File: src/rtl/keypad_pkg.sv
// Shared keypad constants: key indices, row/column one-hot codes and FSM encoding.
// Imported by the emulator and by any other keypad block.
package keypad_pkg;

    localparam logic [3:0] KEY_1     = 4'd0;
    localparam logic [3:0] KEY_2     = 4'd1;
    localparam logic [3:0] KEY_3     = 4'd2;
    localparam logic [3:0] KEY_4     = 4'd3;
    localparam logic [3:0] KEY_5     = 4'd4;
    localparam logic [3:0] KEY_6     = 4'd5;
    localparam logic [3:0] KEY_7     = 4'd6;
    localparam logic [3:0] KEY_8     = 4'd7;
    localparam logic [3:0] KEY_9     = 4'd8;
    localparam logic [3:0] KEY_STAR  = 4'd9;
    localparam logic [3:0] KEY_0     = 4'd10;
    localparam logic [3:0] KEY_HASH  = 4'd11;
    localparam logic [3:0] NUM_KEYS  = 4'd12;

    // Rows are listed top to bottom of the physical pad.
    localparam logic [3:0] ROW_123   = 4'b0100;
    localparam logic [3:0] ROW_456   = 4'b0010;
    localparam logic [3:0] ROW_789   = 4'b0001;
    localparam logic [3:0] ROW_S0H   = 4'b1000;
    localparam logic [3:0] ROW_NONE  = 4'b0000;

    localparam logic [2:0] COL_LEFT  = 3'b100;
    localparam logic [2:0] COL_MID   = 3'b010;
    localparam logic [2:0] COL_RIGHT = 3'b001;
    localparam logic [2:0] COL_NONE  = 3'b000;

    typedef logic [1:0] state_t;
    localparam state_t ST_IDLE   = 2'd0;
    localparam state_t ST_BOUNCE = 2'd1;
    localparam state_t ST_HOLD   = 2'd2;
    localparam state_t ST_GAP    = 2'd3;

    function automatic logic key_is_valid(input logic [3:0] key);
        return key < NUM_KEYS;
    endfunction

endpackage

File: src/rtl/keypad_key_map.sv
// Combinational key index -> {row, column, valid} decode for a 4x3 keypad.
module keypad_key_map
    import keypad_pkg::*;
(
    input  logic [3:0] key_idx_i,
    output logic [3:0] row_o,
    output logic [2:0] col_o,
    output logic       valid_o
);

    always_comb begin
        row_o   = ROW_NONE;
        col_o   = COL_NONE;
        valid_o = 1'b1;
        case (key_idx_i)
            KEY_1:    begin row_o = ROW_123; col_o = COL_LEFT;  end
            KEY_2:    begin row_o = ROW_123; col_o = COL_MID;   end
            KEY_3:    begin row_o = ROW_123; col_o = COL_RIGHT; end
            KEY_4:    begin row_o = ROW_456; col_o = COL_LEFT;  end
            KEY_5:    begin row_o = ROW_456; col_o = COL_MID;   end
            KEY_6:    begin row_o = ROW_456; col_o = COL_RIGHT; end
            KEY_7:    begin row_o = ROW_789; col_o = COL_LEFT;  end
            KEY_8:    begin row_o = ROW_789; col_o = COL_MID;   end
            KEY_9:    begin row_o = ROW_789; col_o = COL_RIGHT; end
            KEY_STAR: begin row_o = ROW_S0H; col_o = COL_LEFT;  end
            KEY_0:    begin row_o = ROW_S0H; col_o = COL_MID;   end
            KEY_HASH: begin row_o = ROW_S0H; col_o = COL_RIGHT; end
            default:  valid_o = 1'b0;
        endcase
    end

endmodule

File: src/rtl/keypad_emulator.sv
// Emulates one key closure on a scanned 4x3 keypad: optional bounce, solid hold,
// then a release gap, returning the latched key's column when its row is driven.
module keypad_emulator
    import keypad_pkg::*;
#(
    parameter int HOLD_CYCLES   = 50000,
    parameter int GAP_CYCLES    = 10000,
    parameter int BOUNCE_CYCLES = 0
) (
    input  logic       clk,
    input  logic       rst,
    input  logic [3:0] row_in,
    output logic [2:0] col_out,
    input  logic       cmd_valid,
    input  logic [3:0] cmd_key,
    output logic       cmd_ready,
    output logic       pressed,
    output logic       done,
    output logic       err
);

    localparam logic [23:0] HOLD_LAST   = 24'(HOLD_CYCLES - 1);
    localparam logic [23:0] GAP_LAST    = 24'(GAP_CYCLES - 1);
    localparam logic [23:0] BOUNCE_LAST = 24'(BOUNCE_CYCLES - 1);
    localparam state_t      FIRST_ST    = (BOUNCE_CYCLES > 0) ? ST_BOUNCE : ST_HOLD;
    localparam state_t      AFTER_HOLD  = (GAP_CYCLES > 0) ? ST_GAP : ST_IDLE;

    state_t      state_q, state_d;
    logic [23:0] cnt_q, cnt_d;
    logic [3:0]  key_q, key_d;
    logic [2:0]  col_q, col_d;
    logic        done_q, done_d;
    logic        err_q, err_d;
    logic        contact;

    logic [3:0]  key_row;
    logic [2:0]  key_col;
    logic        key_ok;

    keypad_key_map u_key_map (
        .key_idx_i (key_q),
        .row_o     (key_row),
        .col_o     (key_col),
        .valid_o   (key_ok)
    );

    // Bounce closes on its first cycle and alternates, so contact follows counter bit 0.
    always_comb begin
        case (state_q)
            ST_BOUNCE: contact = ~cnt_q[0];
            ST_HOLD:   contact = 1'b1;
            default:   contact = 1'b0;
        endcase
    end

    always_comb begin
        state_d = state_q;
        cnt_d   = cnt_q + 24'd1;
        key_d   = key_q;
        done_d  = 1'b0;
        err_d   = 1'b0;
        col_d   = (contact && key_ok && (row_in == key_row)) ? key_col : COL_NONE;
        case (state_q)
            ST_IDLE: begin
                cnt_d = '0;
                if (cmd_valid) begin
                    key_d = cmd_key;
                    if (key_is_valid(cmd_key)) begin
                        state_d = FIRST_ST;
                    end else begin
                        err_d = 1'b1;
                    end
                end
            end
            ST_BOUNCE: begin
                if (cnt_q == BOUNCE_LAST) begin
                    state_d = ST_HOLD;
                    cnt_d   = '0;
                end
            end
            ST_HOLD: begin
                if (cnt_q == HOLD_LAST) begin
                    state_d = AFTER_HOLD;
                    cnt_d   = '0;
                    done_d  = (AFTER_HOLD == ST_IDLE);
                end
            end
            default: begin
                if (cnt_q == GAP_LAST) begin
                    state_d = ST_IDLE;
                    cnt_d   = '0;
                    done_d  = 1'b1;
                end
            end
        endcase
    end

    always_ff @(posedge clk) begin
        if (rst) begin
            state_q <= ST_IDLE;
            cnt_q   <= '0;
            key_q   <= '0;
            col_q   <= '0;
            done_q  <= 1'b0;
            err_q   <= 1'b0;
        end else begin
            state_q <= state_d;
            cnt_q   <= cnt_d;
            key_q   <= key_d;
            col_q   <= col_d;
            done_q  <= done_d;
            err_q   <= err_d;
        end
    end

    assign col_out   = col_q;
    assign cmd_ready = (state_q == ST_IDLE);
    assign pressed   = (state_q == ST_BOUNCE) || (state_q == ST_HOLD);
    assign done      = done_q;
    assign err       = err_q;

endmodule
File: config.mk
export PLATFORM = sky130hd
export DESIGN_NAME = keypad_emulator
export DESIGN_NICKNAME = d
export VERILOG_FILES = /design/src/rtl/keypad_pkg.sv /design/src/rtl/keypad_key_map.sv /design/src/rtl/keypad_emulator.sv
export SDC_FILE = /design/constraint.sdc
export NUM_CORES = 1
export LEC_CHECK = 0
export BUFFER_PORTS_ARGS = -buffer_cell sky130_fd_sc_hd__buf_4
export CAP_MARGIN = 20
export CORE_UTILIZATION = 58
export DETAILED_ROUTE_END_ITERATION = 7
export PLACE_DENSITY_LB_ADDON = 0.12
export SYNTH_ARGS = -nofsm -noshare
export SYNTH_HDL_FRONTEND = slang
export SYNTH_HIERARCHICAL = 1
export SYNTH_SLANG_ARGS = --single-unit
File: constraint.sdc
create_clock -name clk -period 2.4 [get_ports clk]
set_clock_uncertainty 0.2 [all_clocks]
set_input_delay 0.48 -clock clk [delete_from_list [all_inputs] [get_ports clk]]
set_output_delay 0.48 -clock clk [all_outputs]
set_load 0.01 [all_outputs]
==> results of run 1 <==
synthesized netlist by cell type, types with 2 or more instances:
master,n,area [µm²]
dfxtp_1,35,701
nor2_1,30,113
nand2_1,17,63.8
nand3_1,15,75.1
xor2_1,15,131
xnor2_1,13,114
ha_1,6,75.1
a21oi_1,5,25.0
nor3_1,5,25.0
nor4_1,5,31.3
and2_1,4,25.0
and3_2,4,30.0
buf_4,4,30.0
inv_1,4,15.0
nand4_1,4,25.0
and3_1,3,18.8
nand2b_1,3,18.8
and3_4,2,22.5
and4_1,2,17.5
buf_6,2,22.5
nand4_2,2,25.0
nand4bb_1,2,22.5
flip-flops by register name (all words and copies together) (netlist names):
| name | flops |
|---|---|
| err | 1 |
| key_q | 4 |
| done | 1 |
| state_q | 2 |
| col_out | 3 |
| cnt_q | 24 |
metrics by stage:
| stage | area, µm² | util, % |
|---|---|---|
| CTS | 2100 | 68.4 |
| detailed placement | 2040 | 66.1 |
| finish | 2140 | 69.6 |
| floorplan | 1900 | - |
| global route | 2140 | 69.6 |
| global placement | 2040 | 66.1 |
repair_timing:
action                     in CTS  in global routing
buffers inserted                0                  1
setup endpoints to repair       0                 15
gates resized for setup         0                  7
routing by layer:
metal | vias up | wire length, µm
met2 | 34 | 1730
met1 | 711 | 1900
met3 | 7 | 192
met5 | - | 0
met4 | 0 | 52
li1 | 770 | -
worst min-delay path, delay by kind of cell:
kind                   cells  cell delay [ns]
AO/OA/AOI/OAI              1             0.05
AND/OR/NAND/NOR            1             0.05
buffers and inverters      1             0.11
where the power goes:
group / leakage (nW) / internal (mW) / switching (mW)
logic: 0.475 / 0.235 / 0.245
clock network: 0.0386 / 0.172 / 0.195
registers: 0.284 / 0.616 / 0.0531
kinds of logic after synthesis:
logic type	after synthesis	share of synthesized area (%)
compound gates	15	7.32
fa+ha+maj	6	3.96
flops	35	36.9
mux	2	1.32
simple gates	110	32.8
xor+xnor	28	12.9
buf+inv	13	4.75
worst paths after layout:
check / startpoint / end / slack [ns] / cells after the start
hold reg to reg: cnt_q[0] / cnt_q[0] / 0.25 / 1
setup / recovery: cnt_q[0] / state_q[1] / 0.11 / 7
hold / removal: cmd_key[0] / key_q[0] / 0.19 / 3
setup reg to reg: cnt_q[0] / state_q[1] / 0.11 / 7
layout make-up:
cell class                      instances  area share, %
Timing Repair Buffer                   22           7.71
Multi-Input combinational cell        161           52.8
Inverter                                4          0.701
Clock buffer                            8           3.21
Sequential cell                        35           33.0
Tap cell                               44           2.57
==> impl_metrics.env, run 1 <==
export IMPL_fmax_ghz=0.436
export IMPL_final_cell_mix="33 x dfxtp_1, 30 x nor2_1, 22 x buf_4"
export IMPL_start_util_pct=61.7
export IMPL_postRouteAntennaNets=0
export IMPL_synth_warnings=6
export IMPL_critPathArrivalTime_ns=2.34
export IMPL_grt_ovfl_total=0
export IMPL_die_x_um=59.2
export IMPL_grt_pass1_wl_um=6340
export IMPL_power_density_nw_per_um2=708
export IMPL_grt_use_met1_pct=34.5
export IMPL_path_cells="ha_2, nand3_4, nor4_4, nand4_1, a22o_2, a221oi_4, mux2_4"
export IMPL_start_kind="register"
export IMPL_crit_path_max_fanout=5
export IMPL_multi_input_area_um2=1130
export IMPL_met2_usage_pct=35.2
export IMPL_core_um2=3080
export IMPL_grt_pass1_vias=1361
export IMPL_io_buffers=17
export IMPL_drv_cap=0
export IMPL_ctsHoldBuffers=0
export IMPL_final_nets=246
export IMPL_final_common_cell="dfxtp_1"
export IMPL_leakagePower_nw=0.798
export IMPL_num_vias=1522
export IMPL_tns_ns=0
export IMPL_ys_flop_type="dfxtp_1"
export IMPL_synth_nets=226
export IMPL_grtUsageMet3_pct=4.59
export IMPL_yosysSeqAreaShare_pct=36.9
export IMPL_critical_path_class="register to register"
export IMPL_synth_cells=209
export IMPL_rows=20
export IMPL_hp_class="input port to register"
export IMPL_dp_hpwl_um=2750
export IMPL_finalSetupViolCount=0
export IMPL_tightest_slew_ns=0.453
export IMPL_crit_required_ns=2.44
export IMPL_track_usage_pct=24.1
export IMPL_synth_edf_count=0
export IMPL_dr_pass1_iters=4
export IMPL_min_period_ns=2.29
export IMPL_status="finished clean"
export IMPL_fill_cells=266
export IMPL_layout_drive_gt1_share_pct=22.2
export IMPL_async_reset_ff_share_pct=0
export IMPL_finalHoldViolations=0
export IMPL_critPathBufInv=0
export IMPL_maxSlewViolCount=0
export IMPL_max_stage_delay_ns=0.38
export IMPL_antenna_found_initial=0
export IMPL_wl_per_cell_um=14.1
export IMPL_synth_seq_cells=35
export IMPL_dp_slack_ns=0.0994
export IMPL_drtIter0Drc=35
export IMPL_gp_congestion=0.850
export IMPL_syn_area_per_cell_um2=9.08
export IMPL_cts_tree="built"
export IMPL_cp_top_family="simple AND/OR/NAND/NOR gates"
export IMPL_clock_tree_buffer_depth=2
export IMPL_maxSlewHeadroom_pct=69.8
export IMPL_grt_max_degree=16
export IMPL_clk_pin_slew_ns=0.10
export IMPL_regArea_um2=706
export IMPL_busiest_layer="met2"
export IMPL_ios=18
export IMPL_synth_cell_types=49
export IMPL_area_growth_pct=12.8
export IMPL_synth_area_um2=1900
export IMPL_stdcell_count=274
export IMPL_antennaDiodeCount=0
export IMPL_worst_slack_ns=0.108
export IMPL_die_h_um=59.2
export IMPL_drc=0
export IMPL_clk_latency_ns=0.35
export IMPL_total_power_mw=1.52
export IMPL_hold_ws_ns=0.186
export IMPL_avgViaCountPerCell=5.55
export IMPL_h_tree_depth=2
export IMPL_totalWireLength_um=3880
export IMPL_dieArea_um2=3510
export IMPL_ir_drop_mv=0.634
export IMPL_clock_root_buffer="clkbuf_4"
export IMPL_cts_sinks=35
export IMPL_end_kind="register"
export IMPL_fin_crit_sh_pct=95.5
export IMPL_numCtsBuffers=5
export IMPL_dpl_cell_count=265
export IMPL_critPathSlowestCell="dfxtp_4"
Power figures use the tool's default switching activity.
==> run 2: changes to the inputs <==
--- a/config.mk
+++ b/config.mk
@@ -12,5 +12,4 @@
 export PLACE_DENSITY_LB_ADDON = 0.12
 export SYNTH_ARGS = -nofsm -noshare
 export SYNTH_HDL_FRONTEND = slang
-export SYNTH_HIERARCHICAL = 1
 export SYNTH_SLANG_ARGS = --single-unit
==> impl_metrics.env, run 2 <==
export IMPL_status="complete, but fails checks"
export IMPL_violations="design-rule violations"
export IMPL_clock_tree_buffer_depth=2
export IMPL_area_growth_pct=12.9
export IMPL_hold_path_depth=2
export IMPL_hold_end="key_q[3]"
export IMPL_synth_warnings=0
export IMPL_cts_sinks=35
export IMPL_synth_edf_count=0
export IMPL_final_common_cell="nor2_1"
export IMPL_clk_pin_slew_ns=0.10
export IMPL_rows=19
export IMPL_drc=2
export IMPL_grt_max_degree=25
export IMPL_design_area_um2=2040
export IMPL_yosysSeqAreaShare_pct=38.7
export IMPL_ys_flop_type="dfxtp_1"
export IMPL_core_um2=2850
export IMPL_dr_pass1_iters=6
export IMPL_regArea_um2=701
export IMPL_end_kind="register"
export IMPL_reg2reg_depth=7
export IMPL_yosysTopAreaCellShare_pct=38.7
export IMPL_die_x_um=57.9
export IMPL_dpl_cell_count=256
export IMPL_dp_slack_ns=0.0359
export IMPL_tightest_slew_ns=0.464
export IMPL_rsz0062_at_grt="false"
export IMPL_yosys_mux_area_fraction_pct=1.18
export IMPL_critPathBufInv=0
export IMPL_grt_ovfl_total=0
export IMPL_synth_seq_cells=35
export IMPL_synth_area_leaders="dfxtp_1 39%, xor2_1 8.2%, nor2_1 7.9%, xnor2_1 4.4%, ha_1 4.1%"
export IMPL_numCtsBuffers=5
export IMPL_clock_root_buffer="clkbuf_4"
export IMPL_critical_path_class="register to register"
export IMPL_ios=18
export IMPL_ctsHoldBuffers=0
export IMPL_largest_reg_flops=24
export IMPL_regToRegEndpoint="state_q[1]"
export IMPL_min_from="rst"
export IMPL_clk_latency_ns=0.34
export IMPL_multi_input_area_um2=1050
export IMPL_avgViaCountPerCell=5.70
export IMPL_io_buffers=17
export IMPL_synth_cell_types=41
export IMPL_power_density_nw_per_um2=704
export IMPL_totalWireLength_um=3550
export IMPL_path_cells="ha_1, nand3_2, nor2_4, nand4_1, a22o_1, a221oi_4, mux2_1"
export IMPL_synthAdderAreaFrac_pct=4.15
export IMPL_maxSlewViolCount=0
export IMPL_start_util_pct=63.4
export IMPL_wl_per_cell_um=13.5
export IMPL_antenna_found_initial=0
export IMPL_drv_cap=0
export IMPL_layout_drive_gt1_share_pct=15.0
export IMPL_tns_ns=0
export IMPL_crit_cells=7
export IMPL_die_h_um=57.9
export IMPL_dp_hpwl_um=2560
export IMPL_r2r_start="cnt_q[1]"
export IMPL_yosysTopAreaCell="dfxtp_1"
export IMPL_syn_area_per_cell_um2=8.49
export IMPL_worst_slack_ns=0.133
export IMPL_place_area_um2=1950
export IMPL_cts_tree="built"
export IMPL_ir_drop_mv=0.548
export IMPL_min_period_ns=2.27
export IMPL_synth_most_common_cell="nor2_1"
export IMPL_antennaDiodeCount=0
export IMPL_grt_pass1_vias=1437
export IMPL_synth_area_um2=1810
export IMPL_hp_class="input port to register"
export IMPL_max_flop_register="cnt_q"
export IMPL_fin_crit_sh_pct=94.5
export IMPL_synth_simple_gate_area_share_pct=29.7
export IMPL_synth_compound_area_share_pct=9.54
export IMPL_crit_path_max_fanout=5
export IMPL_track_usage_pct=23.9
export IMPL_grt_pass1_wl_um=6100
export IMPL_drtIter0Drc=66
export IMPL_async_reset_ff_share_pct=0
export IMPL_dieArea_um2=3350
export IMPL_cp_top_family="compound AO/OA/AOI/OAI gates"
export IMPL_num_vias=1506
export IMPL_crit_required_ns=2.43
export IMPL_fill_cells=236
export IMPL_h_tree_depth=2
export IMPL_synth_top_family_by_area="simple AND/OR/NAND/NOR gates"
export IMPL_maxSlewHeadroom_pct=68.3
export IMPL_critPathSlowestCell="dfxtp_1"
export IMPL_synthXorXnorAreaFrac_pct=12.6
export IMPL_critPathArrivalTime_ns=2.30
export IMPL_synth_nets=230
export IMPL_finalHoldViolations=0
export IMPL_start_kind="register"
export IMPL_stdcell_count=264
export IMPL_post_route_util_pct=71.6
export IMPL_synth_top_cells_by_count="38 x nor2_1, 35 x dfxtp_1, 19 x nand2_1"
export IMPL_postRouteAntennaNets=0
export IMPL_final_cell_mix="38 x nor2_1, 35 x dfxtp_1, 20 x buf_4"
export IMPL_final_nets=249
export IMPL_leakagePower_nw=0.768
export IMPL_fmax_ghz=0.441
export IMPL_r2r_slack_ns=0.13
export IMPL_finalSetupViolCount=0
export IMPL_gp_congestion=0.847
export IMPL_max_stage_delay_ns=0.39
export IMPL_synth_cells=213
[run 2: changes by cell type after synthesis, sizes merged, moves of 4 or more]
cell	before	now
and3	9	5
xnor2	13	9
clkbuf	2	6
buf	7	2
inv	4	8
o21ai	0	4
nor2	31	39
[run 2: per-layer routing]
metal / GRT usage (%) / up-vias / share of wire [%]
met1: 28.2 / 696 / 45
li1: - / 776 / -
met3: 6.25 / 7 / 3.9
met2: 41.1 / 27 / 49
met5: 0 / - / 0
met4: 10.2 / 0 / 2.1
[run 2: timing repair]
action,4_1_cts,5_1_grt
buffers inserted,0,0
gates resized for setup,0,3
endpoints found under the setup margin,0,25
[run 2: cell families (layout without fill, tap and decap cells)]
family / count (synthesis) / count (layout)
buf+inv: 16 / 36
xor+xnor: 26 / 26
simple gates: 105 / 105
flops: 35 / 35
mux: 2 / 2
compound gates: 23 / 23
fa+ha+maj: 6 / 6
[run 2: cell type report]
type                       count  share of cell area (%)
multi-input combinational    162                    51.6
clock buffer                   8                    3.37
sequential                    35                    34.3
inverter                       8                    1.47
tap                           31                    1.90
timing repair buffer          20                    7.35
[run 2: worst max-delay path by stage]
stage | start | end | slack (ns)
final | cnt_q[1] | state_q[1] | 0.13
after global placement | cnt_q[1] | state_q[1] | 0.12
after floorplan | cnt_q[0] | state_q[1] | 0.17
after CTS | cnt_q[1] | state_q[1] | 0.02
after global routing | cnt_q[1] | state_q[1] | 0.0009
after detailed placement | cnt_q[1] | state_q[1] | 0.04
[run 2: report_power, final]
part / switching, mW / internal (mW)
Sequential: 0.0531 / 0.612
Combinational: 0.233 / 0.183
Clock: 0.185 / 0.172
Total: 0.471 / 0.967
[run 2: worst reg2reg max path, stage by stage (launching register included)]
cell and delay (ns):
dfxtp_1 0.39, ha_1 0.22, nand3_2 0.19, nor2_4 0.17, nand4_1 0.11, a22o_1 0.30
a221oi_4 0.23, mux2_1 0.35
[run 2: stage by stage]
| stage | power [mW] | hold WS (ns) |
|---|---|---|
| floorplan | 0.990 | 0.249 |
| CTS | 1.45 | 0.179 |
| finish | 1.44 | 0.189 |
| global placement | 1.07 | 0.324 |
| global route | 1.51 | 0.186 |
| detailed placement | 1.09 | 0.324 |
